File: src/rtl/io_read_arbiter.sv
// io_read_arbiter
//   Shares one AXI-lite-style read channel between the IO load/store sub-units of two cores.
//   Each core posts a one-cycle read request; requests are latched, granted round-robin, and
//   serviced one at a time (AR handshake, then R). A per-transaction timeout forces an error
//   response if the slave never answers.
//
// Ports
//   clk, rst                 clock, synchronous active-high reset
//   cX_req / cX_addr         core X request pulse and address (X = 0, 1)
//   cX_busy                  core X has a request pending
//   cX_rvalid/rdata/err      core X one-cycle response strobe, data, error flag
//   cX_overrun               sticky: core X requested while busy
//   m_ar*                    read address channel to the slave
//   m_rvalid/rdata/rresp     read data channel from the slave (rready is always 1)
module io_read_arbiter #(
   parameter int unsigned       ADDR_W         = 32,
   parameter int unsigned       DATA_W         = 32,
   parameter int unsigned       TIMEOUT_CYCLES = 256,
   parameter logic [DATA_W-1:0] TIMEOUT_DATA   = DATA_W'(32'hDEAD_BEEF)
) (
   input  logic              clk,
   input  logic              rst,
   input  logic              c0_req,
   input  logic [ADDR_W-1:0] c0_addr,
   output logic              c0_busy,
   output logic              c0_rvalid,
   output logic [DATA_W-1:0] c0_rdata,
   output logic              c0_err,
   output logic              c0_overrun,
   input  logic              c1_req,
   input  logic [ADDR_W-1:0] c1_addr,
   output logic              c1_busy,
   output logic              c1_rvalid,
   output logic [DATA_W-1:0] c1_rdata,
   output logic              c1_err,
   output logic              c1_overrun,
   output logic              m_arvalid,
   output logic [ADDR_W-1:0] m_araddr,
   input  logic              m_arready,
   input  logic              m_rvalid,
   input  logic [DATA_W-1:0] m_rdata,
   input  logic [1:0]        m_rresp
);

   localparam int unsigned CNT_W = (TIMEOUT_CYCLES == 0) ? 1 : $clog2(TIMEOUT_CYCLES + 1);
   localparam bit TIMEOUT_EN = (TIMEOUT_CYCLES != 0);
   localparam logic [CNT_W-1:0] CNT_MAX  = '1;
   localparam logic [CNT_W-1:0] CNT_LAST = TIMEOUT_EN ? CNT_W'(TIMEOUT_CYCLES - 1) : '0;

   typedef enum logic [1:0] {StIdle, StAddr, StData} state_e;

   state_e            state_q, state_d;
   logic              owner_q, owner_d;
   logic              last_grant_q, last_grant_d;
   logic [CNT_W-1:0]  cnt_q, cnt_d;
   logic              arvalid_q, arvalid_d;
   logic [ADDR_W-1:0] araddr_q, araddr_d;

   logic [1:0]        pending_q, pending_d;
   logic [ADDR_W-1:0] addr_q [2];
   logic [ADDR_W-1:0] addr_d [2];
   logic [1:0]        rvalid_q, rvalid_d;
   logic [1:0]        err_q, err_d;
   logic [1:0]        overrun_q, overrun_d;
   logic [DATA_W-1:0] rdata_q [2];
   logic [DATA_W-1:0] rdata_d [2];

   logic [1:0]        req;
   logic [ADDR_W-1:0] req_addr [2];

   // Completion of the current transaction (slave response or timeout)
   logic              done;
   logic [DATA_W-1:0] done_data;
   logic              done_err;
   logic              grant_core;

   assign req         = {c1_req, c0_req};
   assign req_addr[0] = c0_addr;
   assign req_addr[1] = c1_addr;

   // Transaction FSM
   always_comb begin
      state_d      = state_q;
      owner_d      = owner_q;
      last_grant_d = last_grant_q;
      cnt_d        = cnt_q;
      arvalid_d    = arvalid_q;
      araddr_d     = araddr_q;
      done         = 1'b0;
      done_data    = m_rdata;
      done_err     = 1'b0;
      grant_core   = 1'b0;

      unique case (state_q)
         StIdle: begin
            // A late m_rvalid here is ignored
            if (|pending_q) begin
               // Both pending: alternate away from the last served core
               grant_core = (pending_q == 2'b11) ? ~last_grant_q : pending_q[1];
               owner_d    = grant_core;
               araddr_d   = addr_q[grant_core];
               arvalid_d  = 1'b1;
               state_d    = StAddr;
            end
         end
         StAddr: begin
            // m_arvalid is high throughout this state; m_rvalid is ignored
            if (m_arready) begin
               arvalid_d = 1'b0;
               cnt_d     = '0;
               state_d   = StData;
            end
         end
         StData: begin
            if (m_rvalid) begin
               done      = 1'b1;
               done_data = m_rdata;
               done_err  = |m_rresp;
            end else if (TIMEOUT_EN && (cnt_q == CNT_LAST)) begin
               done      = 1'b1;
               done_data = TIMEOUT_DATA;
               done_err  = 1'b1;
            end else if (cnt_q != CNT_MAX) begin
               cnt_d = cnt_q + CNT_W'(1);
            end
            if (done) begin
               last_grant_d = owner_q;
               state_d      = StIdle;
            end
         end
         default: state_d = StIdle;
      endcase
   end

   // Per-core request capture and response delivery
   always_comb begin
      pending_d = pending_q;
      overrun_d = overrun_q;
      rvalid_d  = '0;
      err_d     = err_q;
      rdata_d   = rdata_q;
      addr_d    = addr_q;

      for (int i = 0; i < 2; i++) begin
         if (req[i]) begin
            if (pending_q[i]) begin
               overrun_d[i] = 1'b1;
            end else begin
               pending_d[i] = 1'b1;
               addr_d[i]    = req_addr[i];
            end
         end
      end

      // Owner is always pending here, so a same-edge request from it is an overrun
      if (done) begin
         pending_d[owner_q] = 1'b0;
         rvalid_d[owner_q]  = 1'b1;
         rdata_d[owner_q]   = done_data;
         err_d[owner_q]     = done_err;
      end
   end

   always_ff @(posedge clk) begin
      if (rst) begin
         state_q      <= StIdle;
         owner_q      <= 1'b0;
         last_grant_q <= 1'b1;
         cnt_q        <= '0;
         arvalid_q    <= 1'b0;
         araddr_q     <= '0;
         pending_q    <= '0;
         rvalid_q     <= '0;
         err_q        <= '0;
         overrun_q    <= '0;
         for (int i = 0; i < 2; i++) begin
            addr_q[i]  <= '0;
            rdata_q[i] <= '0;
         end
      end else begin
         state_q      <= state_d;
         owner_q      <= owner_d;
         last_grant_q <= last_grant_d;
         cnt_q        <= cnt_d;
         arvalid_q    <= arvalid_d;
         araddr_q     <= araddr_d;
         pending_q    <= pending_d;
         rvalid_q     <= rvalid_d;
         err_q        <= err_d;
         overrun_q    <= overrun_d;
         for (int i = 0; i < 2; i++) begin
            addr_q[i]  <= addr_d[i];
            rdata_q[i] <= rdata_d[i];
         end
      end
   end

   assign m_arvalid  = arvalid_q;
   assign m_araddr   = araddr_q;

   assign c0_busy    = pending_q[0];
   assign c0_rvalid  = rvalid_q[0];
   assign c0_rdata   = rdata_q[0];
   assign c0_err     = err_q[0];
   assign c0_overrun = overrun_q[0];

   assign c1_busy    = pending_q[1];
   assign c1_rvalid  = rvalid_q[1];
   assign c1_rdata   = rdata_q[1];
   assign c1_err     = err_q[1];
   assign c1_overrun = overrun_q[1];

endmodule
File: config.mk
export PLATFORM = sky130hd
export DESIGN_NAME = io_read_arbiter
export DESIGN_NICKNAME = d
export VERILOG_FILES = /design/src/rtl/io_read_arbiter.sv
export SDC_FILE = /design/constraint.sdc
export NUM_CORES = 1
export LEC_CHECK = 0
export CAP_MARGIN = 5
export CELL_PAD_IN_SITES_DETAIL_PLACEMENT = 0
export CELL_PAD_IN_SITES_GLOBAL_PLACEMENT = 1
export CORE_MARGIN = 2
export CORE_UTILIZATION = 36
export CTS_CLUSTER_DIAMETER = 200
export DETAILED_ROUTE_END_ITERATION = 16
export PLACE_DENSITY_LB_ADDON = 0.1
export SLEW_MARGIN = 5
export SYNTH_ARGS = -nofsm -noshare
export SYNTH_HDL_FRONTEND = slang
export SYNTH_SLANG_ARGS = --single-unit
File: constraint.sdc
create_clock -name clk -period 4.46 [get_ports clk]
set_input_delay 0.892 -clock clk [delete_from_list [all_inputs] [get_ports clk]]
set_output_delay 0.892 -clock clk [all_outputs]
set_load 0.1 [all_outputs]
==> impl_metrics.yaml <==
layout:
  area_delta_synth_final_pct: 43.19
  layout-drive-gt1-share: 0.05508
  nets: 1020
placed_design:
  globalplace.congestion: 0.8342
  numPortBuffers: 208
  dp_hpwl_um: 12780
power:
  intPower_w: 0.002804
  power_switching_w: 0.001249
  comb_power_share: 0.192
  power_frac_clock: 0.374
  leakage_nw: 3.239
  power_frac_seq: 0.434
  p_sw_frac: 0.3081
  powerDensity_nw_per_um2: 429.4
  ir_worst_vdd_v: 0.0002637
synth:
  synth_edf_count: 0
  ys_seq_elements: 182
  ys_types: 37
  synthArstFlopShare: 0
  synthesis.area_um2: 6591
  ys_warn_count: 0
  synth.avg_cell_area_um2: 8.895
  synth_flop_cell: "dfxtp_1"
  ys_seq_area_frac: 0.5528
  synthCells: 741
  syn-num-nets: 848
setup_path:
  reg2reg_from: "cnt_q[0]"
  critPathTopFamily: "buffers and inverters"
  crit_path_start_kind: "flip-flop"
  cpMaxStageDelayCell: "clkdlybuf4s50_1"
  crit_start: "pending_q[0]"
  crit_buf_inv: 1
  worstSetupEndpointType: "output port"
  cp_max_fo: 8
  required_ns: 3.57
  slowest_delay_ns: 1.21
  path_cells: "clkdlybuf4s50_1"
  cp.arrival_ns: 2.20
  criticalPathCategory: "reg2out"
sta:
  rsz0062_at_grt: "no"
  hold_ws_ns: 0.4543
  period_minus_slack_ns: 3.090
  slew_headroom: 0.2531
  setup_tns_ns: 0
  finalHoldViolCount: 0
  setup_violations: 0
  fin_skew_ns: 0.007150
  tightest_slew_ns: 1.120
  drv_slew: 0
  post-route-period-util: 0.6928
  max_freq_mhz: 323.6
drt:
  vias_per_cell: 5.259
  vias: 6079
  drc: 0
  drt-initial-drc-count: 378
  routedWlPerCell_um: 17.22
  drt-total-wl_um: 19900
  drt_pass1_iterations: 4
  drtAntennaViolNets: 0
clocking:
  clkSinkCount: 182
  cts_resized: 0
  post_cts_buffers: 0
  root_buffer: "clkbuf_16"
  insertion_delay_ns: 0.43
  cts_buffers: 17
  cts_tree: "built"
  htreeDepth: 4
  max-clock-path-buffers: 2
  holdBufCountCts: 0
  clkTransAtPathRegs_ns: 0.07
status:
  status: "completed"
floorplan:
  die_y_um: 139.3
  fp.dieArea_um2: 19410
  core_um2: 17960
  ioPinCount: 209
  start_util: 0.3669
  dieWidth_um: 139.3
  num_rows: 49
global_route:
  grt_pass1_wl_um: 31700
  grtUsageTotal: 0.2031
  antenna_found_initial: 1
  first_global_vias: 5926
  grt_max_degree: 103
  overflow: 0
hold_path:
  min_from: "addr_q[24]"
  hold_class: "reg2reg"
job:
  drv_cap: 0
synthesized netlist by cell type (all sizes together) (2+ instances only):
master   instances  area (um^2)
o21ai            4        20.02
o31ai            4        30.03
nand3b           2        15.01
or2              2        12.51
clkinv           2        7.510
inv              5        18.77
a32o            16        160.2
nand2b           3        18.77
a311oi          32        280.3
nand2          198        743.2
or3              3        18.77
dfxtp          182         3643
o21a             3        22.52
or4              4        30.03
nand4            3        18.77
nor2            29        108.9
a31oi            2        25.02
nor2b            3        18.77
clkbuf          57        214.0
nand4b           2        17.52
o2bb2ai         50        437.9
ha               3        37.54
buf              6        27.53
nand3            5        25.02
a21oi          110        550.5
power groups by stage:
stage          combinational [W]  sequential [W]  clock (W)
2_1_floorplan           0.000207         0.00210          0
3_3_place_gp            0.000777         0.00179          0
3_5_place_dp            0.000782         0.00179          0
4_1_cts                 0.000784         0.00176    0.00155
5_1_grt                 0.000825         0.00177    0.00162
6_report                0.000779         0.00176    0.00152
path summary, 6_finish.rpt:
| path | to | slack (ns) | cells after the start |
|---|---|---|---|
| hold reg to reg | addr_q[24] | 0.45 | 2 |
| setup / recovery | c0_busy | 1.37 | 1 |
| hold / removal | addr_q[24] | 0.45 | 2 |
| setup reg to reg | cnt_q[7] | 1.92 | 7 |
per-stage QoR:
step	utilization	power [W]	std cells	setup WS (ns)	instance area [um^2]
after detailed placement	0.4920	0.002575	1123	1.421	8837
after floorplan	-	0.002308	741	2.167	6591
after global placement	0.4920	0.002571	1123	1.461	8837
after global routing	0.5254	0.004210	1156	1.294	9438
final	0.5254	0.004053	1156	1.370	9438
after CTS	0.5252	0.004094	1155	1.351	9435
state kept, by name (all words and copies together) (netlist names):
| signal | flops |
|---|---|
| addr_q | 64 |
| c0_rdata | 32 |
| c1_rdata | 32 |
| cnt_q | 9 |
| err_q | 2 |
| last_grant_q | 1 |
| m_araddr | 32 |
| m_arvalid | 1 |
| overrun_q | 2 |
| owner_q | 1 |
| pending_q | 2 |
| rvalid_q | 2 |
| state_q | 2 |
per-layer routing:
metal	part of all wire	GRT usage
met5	0	0
met3	0.063	0.05575
met2	0.48	0.3344
met4	0.018	0.06964
met1	0.44	0.2577
layout by cell type (no fill, tap or decap), types with 3 or more instances in the layout:
cell | Yosys | routed
o21a_1 | 3 | 3
o31ai_1 | 4 | 4
a311oi_1 | 32 | 32
inv_6 | 0 | 4
dfxtp_1 | 182 | 182
nand2b_1 | 3 | 3
o21ai_0 | 4 | 4
inv_1 | 5 | 5
nand4_1 | 3 | 3
nand3_1 | 5 | 5
a21oi_1 | 110 | 110
o2bb2ai_1 | 50 | 50
clkbuf_16 | 0 | 17
ha_1 | 3 | 3
nor2_1 | 29 | 28
nand2_1 | 198 | 198
clkinvlp_4 | 0 | 4
or4_1 | 4 | 4
a32o_1 | 16 | 16
buf_4 | 0 | 9
clkdlybuf4s50_1 | 0 | 207
or3_1 | 3 | 3
kinds of logic (layout without fill, tap and decap cells):
kind of cell	count (synthesis)	after routing	share of synthesized area
buffers and inverters	70	255	0.04062
adder cells (fa/ha/maj)	3	3	0.005695
AO/OA/AOI/OAI	224	224	0.2354
flip-flops	182	182	0.5528
AND/OR/NAND/NOR	261	261	0.1640
other	0	1	0
multiplexers	1	1	0.001519
area by class of cell:
| cell class | count | area [um^2] |
|---|---|---|
| Fill cell | 1667 | 8526 |
| Sequential cell | 182 | 3643 |
| Multi-Input combinational cell | 489 | 2741 |
| Timing Repair Buffer | 216 | 2140 |
| Clock buffer | 20 | 456.7 |
| Tap cell | 229 | 286.5 |
| Clock inverter | 12 | 141.4 |
| Inverter | 7 | 26.28 |
| Antenna cell | 1 | 2.502 |
(Power assumes the default switching activity.)
